**src/rtl/seq_addsub_if.sv**
```systemverilog
// seq_addsub_if: start/busy/done handshake and operand/result bus for seq_addsub
// master drives start, sub, a and b and observes the status and results.
// slave is the arithmetic unit.
interface seq_addsub_if #(
   parameter int WIDTH = 32
);
   logic             start;
   logic             sub;
   logic [WIDTH-1:0] a;
   logic [WIDTH-1:0] b;
   logic             busy;
   logic             done;
   logic [WIDTH-1:0] result;
   logic             carry_out;
   logic             overflow;
   logic             zero;
   modport master (
      output start, sub, a, b,
      input  busy, done, result, carry_out, overflow, zero
   );
   modport slave (
      input  start, sub, a, b,
      output busy, done, result, carry_out, overflow, zero
   );
endinterface

```
**src/rtl/seq_addsub.sv**
```systemverilog
// seq_addsub: digit-serial add/subtract, DIGIT bits per cycle, with carry/overflow/zero flags
// Ports:
//   clk   - rising-edge clock
//   reset - synchronous active-high reset
//   bus   - slave side of seq_addsub_if:
//           start/sub/a/b sampled when idle;
//           busy during the N run cycles;
//           done pulses for one cycle when result and flags are valid.
module seq_addsub #(
   parameter int WIDTH = 32,
   parameter int DIGIT = 4
) (
   input logic         clk,
   input logic         reset,
   seq_addsub_if.slave bus
);
   localparam int N = WIDTH / DIGIT;
   localparam int CW = N > 1 ? $clog2(N) : 1;
   localparam logic [CW-1:0] LAST = CW'(N - 1);
   if (DIGIT < 1 || WIDTH % DIGIT != 0) begin : g_bad_digit
      $error("seq_addsub: DIGIT must divide WIDTH");
   end
   typedef enum logic [1:0] {IDLE, RUN, DONE} state_t;
   state_t           state;
   logic [CW-1:0]    cnt;
   logic [WIDTH-1:0] a_sr, b_sr, res, res_next;
   logic             c, co, ov, z;
   logic [DIGIT:0]   s;
   logic             c_msb;
   always_comb begin
      s = {1'b0, a_sr[DIGIT-1:0]} + {1'b0, b_sr[DIGIT-1:0]} + {{DIGIT{1'b0}}, c};
      // carry into the top bit of the current digit; only meaningful on the last digit
      c_msb = a_sr[DIGIT-1] ^ b_sr[DIGIT-1] ^ s[DIGIT-1];
      // new digit enters at the top so the first (least significant) digit ends at bit 0
      res_next = (res >> DIGIT) | (WIDTH'(s[DIGIT-1:0]) << (WIDTH - DIGIT));
   end
   always_ff @(posedge clk) begin
      if (reset) begin
         state <= IDLE;
         cnt   <= '0;
         a_sr  <= '0;
         b_sr  <= '0;
         res   <= '0;
         c     <= 1'b0;
         co    <= 1'b0;
         ov    <= 1'b0;
         z     <= 1'b0;
      end else if (bus.start && state != RUN) begin
         // subtract is a + ~b + 1: invert b here, the +1 is the initial carry
         a_sr  <= bus.a;
         b_sr  <= bus.b ^ {WIDTH{bus.sub}};
         c     <= bus.sub;
         cnt   <= '0;
         state <= RUN;
      end else if (state == RUN) begin
         a_sr <= a_sr >> DIGIT;
         b_sr <= b_sr >> DIGIT;
         res  <= res_next;
         c    <= s[DIGIT];
         cnt  <= cnt + CW'(1);
         if (cnt == LAST) begin
            co    <= s[DIGIT];
            ov    <= c_msb ^ s[DIGIT];
            z     <= res_next == '0;
            state <= DONE;
         end
      end else if (state == DONE) begin
         state <= IDLE;
      end
   end
   assign bus.busy      = state == RUN;
   assign bus.done      = state == DONE;
   assign bus.result    = res;
   assign bus.carry_out = co;
   assign bus.overflow  = ov;
   assign bus.zero      = z;
endmodule
```
**src/flat_wrapper.sv**
```systemverilog
// flat-port wrapper written by rule: the top's interface ports become plain ports
module seq_addsub_flat 
#(
   parameter int WIDTH = 32,
   parameter int DIGIT = 4
)
  (clk, reset, bus_start, bus_sub, bus_a, bus_b, bus_busy, bus_done, bus_result, bus_carry_out, bus_overflow, bus_zero);
  seq_addsub_if #(.WIDTH(WIDTH)) bus_i ();
  input logic clk;
  input logic reset;
  input wire logic [$bits(bus_i.start)-1:0] bus_start;
  input wire logic [$bits(bus_i.sub)-1:0] bus_sub;
  input wire logic [$bits(bus_i.a)-1:0] bus_a;
  input wire logic [$bits(bus_i.b)-1:0] bus_b;
  output wire logic [$bits(bus_i.busy)-1:0] bus_busy;
  output wire logic [$bits(bus_i.done)-1:0] bus_done;
  output wire logic [$bits(bus_i.result)-1:0] bus_result;
  output wire logic [$bits(bus_i.carry_out)-1:0] bus_carry_out;
  output wire logic [$bits(bus_i.overflow)-1:0] bus_overflow;
  output wire logic [$bits(bus_i.zero)-1:0] bus_zero;
  assign bus_i.start = bus_start;
  assign bus_i.sub = bus_sub;
  assign bus_i.a = bus_a;
  assign bus_i.b = bus_b;
  assign bus_busy = bus_i.busy;
  assign bus_done = bus_i.done;
  assign bus_result = bus_i.result;
  assign bus_carry_out = bus_i.carry_out;
  assign bus_overflow = bus_i.overflow;
  assign bus_zero = bus_i.zero;
  seq_addsub #(.WIDTH(WIDTH), .DIGIT(DIGIT)) u_core (.clk(clk), .reset(reset), .bus(bus_i));
endmodule
```
**config.mk**
```make
export PLATFORM = sky130hd
export DESIGN_NAME = seq_addsub_flat
export DESIGN_NICKNAME = d
export VERILOG_FILES = /design/src/rtl/seq_addsub_if.sv /design/src/rtl/seq_addsub.sv /design/src/flat_wrapper.sv
export SDC_FILE = /design/constraint.sdc
export NUM_CORES = 1
export LEC_CHECK = 0
export ABC_AREA = 1
export ABC_CLOCK_PERIOD_IN_PS = 4200
export CORE_MARGIN = 4
export CORE_UTILIZATION = 25
export CTS_BUF_LIST = sky130_fd_sc_hd__clkbuf_8
export DETAILED_ROUTE_END_ITERATION = 8
export PLACE_DENSITY = 0.46
export SLEW_MARGIN = 20
export SYNTH_ARGS = -nofsm -noshare
export SYNTH_HDL_FRONTEND = slang
export SYNTH_SLANG_ARGS = --single-unit
```
**constraint.sdc**
```tcl
create_clock -name clk -period 4.2 [get_ports clk]
set_clock_uncertainty 0.05 [all_clocks]
set_input_delay 0.42 -clock clk [delete_from_list [all_inputs] [get_ports clk]]
set_output_delay 0.42 -clock clk [all_outputs]
set_load 0.01 [all_outputs]
```
==> qor.json <==
{
  "die": {
    "floorplan.core_area_sq_um": 19500,
    "ioPinCount": 105,
    "die_area_sq_um": 22100,
    "overall_die_width_microns": 149,
    "rows": 51,
    "floorplan.initialDensity_pct": 25.4,
    "die-height_microns": 149
  },
  "sta": {
    "fmax_ghz": 0.310,
    "setup_viol_count_final": 0,
    "timing_hold_violations_final": 0,
    "min_period_ns": 3.22,
    "grt_setup_unrepaired": "false",
    "post-route-period-util_pct": 76.8,
    "hold_worst_slack_ns": 0.420,
    "timing.max_slew.rel_slack_pct": 33.8,
    "slew_viol_final": 0,
    "postLayoutSetupSlackWorst_ns": 0.976,
    "totalNegativeSetupSlack_ns": 0,
    "worst-slew-pin-transition_ns": 0.992
  },
  "min_path": {
    "worst_hold_path_type": "flop to flop"
  },
  "yosys": {
    "yosys.cell_count.top_type": "nand2_1",
    "synth.ff_latch_count": 105,
    "synthesis.area_per_instance_sq_um": 7.44,
    "synth-edff-count": 0,
    "post_synth_main_area_contributors": "dfxtp_1 (43%), nand2_1 (12%), nor2_1 (5.4%)",
    "yosys_cell_types": 27,
    "synth.cells.most_frequent": "nand2_1 (163), dfxtp_1 (105), nor2_1 (71)",
    "synth_largest_area_cell": "dfxtp_1",
    "synthesis.nets": 742,
    "synth_top_flop_cell": "dfxtp_1",
    "postSynthCellCount": 665,
    "synthDominantCellAreaShare_pct": 42.5,
    "synth_warnings": 0,
    "sequential_share_of_the_synthesized_area_pct": 42.5,
    "synthesis.area_sq_um": 4940,
    "async_flop_share_pct": 0
  },
  "route": {
    "postRouteAntennaNets": 0,
    "drt_drc_violations_left": 0,
    "total_number_of_vias": 4274,
    "routed_wirelength_microns": 12900,
    "initialDrtViolationCount": 225,
    "drt-wirelength-per-cell_microns": 13.1,
    "routed_via_count_divided_by_cell_count": 4.36,
    "dr.pass1.iters": 5
  },
  "global_route": {
    "grt_first_pass_wirelength_microns": 21000,
    "grt_max_degree": 91,
    "grt.total_usage_pct": 11.8,
    "vias_in_the_first_global_route": 4178,
    "antenna_found_initial": 0,
    "overflow": 0
  },
  "setup_path": {
    "list_of_cells_traversed_by_the_critical_path": "ha_4 -> inv_4 -> nand2_2 -> clkinv_2 -> nand2_1 -> nand3_1 -> nand2_1 -> inv_1",
    "timing.critical_path.fanout_max": 90,
    "worst_setup_path_end_kind": "flop",
    "cp_data_required_time_ns": 4.43,
    "crit_path_top_delay_cell": "ha_4",
    "setup.worst_path.class": "flop to flop",
    "path_delay_family": "buffers and inverters",
    "cp_slowest_stage_delay_ns": 0.83,
    "cp-start-kind": "flop",
    "path_buf_inv": 3,
    "timing.critical_path.arrival_ns": 3.45,
    "timing.critical_path.mode_cell": "nand2_1"
  },
  "cts": {
    "cts_tree": "yes",
    "cts-root-to-sink-buffers": 2,
    "postCtsResizedCells": 0,
    "hold_buffers": 0,
    "clk_pin_slew_worst_paths_ns": 0.10,
    "post_cts_buffers": 0,
    "cts_made_buffers": 9,
    "cts_sinks": 105,
    "htree_levels": 3,
    "clk-insertion-delay-late_ns": 0.38,
    "cts.root.buffer_cell": "clkbuf_8"
  },
  "placed_design": {
    "placement.setup.worst_slack_ns": 1.33,
    "dp.final_hpwl_microns": 8750,
    "dp.cells": 965,
    "placement.io_buffers": 104,
    "gp_congestion": 0.781
  },
  "power": {
    "design_power_total_mw": 2.18,
    "leakagePower_nw": 2.58,
    "pwr_density_cell_nw_per_um2": 358,
    "worst_ir_drop_vdd_uv": 214
  },
  "layout": {
    "final_layout_size_suffix_gt1_share_pct": 4.47,
    "finish.net_count": 788,
    "area_delta_synth_final_pct": 23.3,
    "area_of_combinational_cells_with_multiple_inputs_sq_um": 2230,
    "filler_cell_count_in_the_final_layout": 2143,
    "layoutNonFillerInstCount": 981,
    "diodes": 0,
    "sequential_area_sq_um": 2100
  },
  "flow_run": {
    "drv_cap": 0
  },
  "status": {
    "status": "finished clean"
  }
}
placed cells by master (no fill, tap or decap), types with 2 or more instances in the layout:
cell,count
xor2_1,24
o221ai_1,2
o211ai_1,13
clkbuf_8,10
o21ai_0,30
buf_4,2
inv_2,2
a211oi_1,3
nand3_1,30
nand4_1,2
nor2_1,71
or2_2,9
clkdlybuf4s50_1,102
nand2_1,163
a22oi_1,28
inv_1,52
buf_2,2
a21oi_1,48
dfxtp_1,105
ha_1,6
fa_1,2
flip-flops by register name (all words and copies together) (netlist names):
signal and count:
u_core.cnt 3, u_core.bus.overflow 1, u_core.bus.result 32, u_core.state 2
u_core.bus.zero 1, u_core.a_sr 32, u_core.b_sr 32, u_core.bus.carry_out 1
u_core.c 1
per-layer routing:
metal / vias up / global-route usage [%] / share of wire, %
li1: 2200 / - / -
met1: 1956 / 16.3 / 48
met2: 110 / 18.0 / 45
met3: 8 / 3.75 / 6.2
met4: 0 / 2.59 / 0.87
met5: - / 0 / 0
layout make-up:
type / count / share of cell area (%)
Clock inverter: 6 / 0.862
Inverter: 52 / 3.26
Multi-Input combinational cell: 437 / 36.5
Tap cell: 265 / 5.44
Clock buffer: 10 / 2.26
Sequential cell: 105 / 34.5
Timing Repair Buffer: 106 / 17.2
final timing paths:
| check | cells after the start | slack, ns | endpoint | start |
|---|---|---|---|---|
| max | 8 | 0.98 | u_core.a_sr[22] | u_core.state[0] |
| min | 2 | 0.42 | u_core.a_sr[30] | u_core.a_sr[30] |
| max reg2reg | 8 | 0.98 | u_core.a_sr[22] | u_core.state[0] |
| min reg2reg | 2 | 0.42 | u_core.a_sr[30] | u_core.a_sr[30] |
metrics by stage:
stage / instance area [sq um] / util [%]
after global routing: 6090 / 31.3
after global placement: 5900 / 30.3
after detailed placement: 5900 / 30.3
final: 6090 / 31.3
after floorplan: 4940 / -
after CTS: 6090 / 31.3
where the power goes:
| part | switching (mW) | leakage [nW] | total (mW) | internal, mW |
|---|---|---|---|---|
| clock | 0.347 | 0.107 | 0.632 | 0.284 |
| sequential | 0.0562 | 0.862 | 1.13 | 1.07 |
| combinational | 0.224 | 1.61 | 0.423 | 0.199 |
logic make-up (layout without fill, tap and decap cells):
logic type | Yosys count | after routing | synth area share [%]
simple gates | 278 | 278 | 22.7
fa+ha+maj | 9 | 9 | 2.58
compound gates | 125 | 125 | 15.1
flops | 105 | 105 | 42.5
buf+inv | 123 | 174 | 12.7
xor+xnor | 25 | 25 | 4.43
worst reg2reg max path: cells and delay by family, from the launching register on:
family	cells	cell delay (ns)
and+or+nand+nor	4	0.72
DFF	1	0.40
adders and majority gates	1	0.83
buffers and inverters	3	1.14
(Power assumes the default switching activity.)
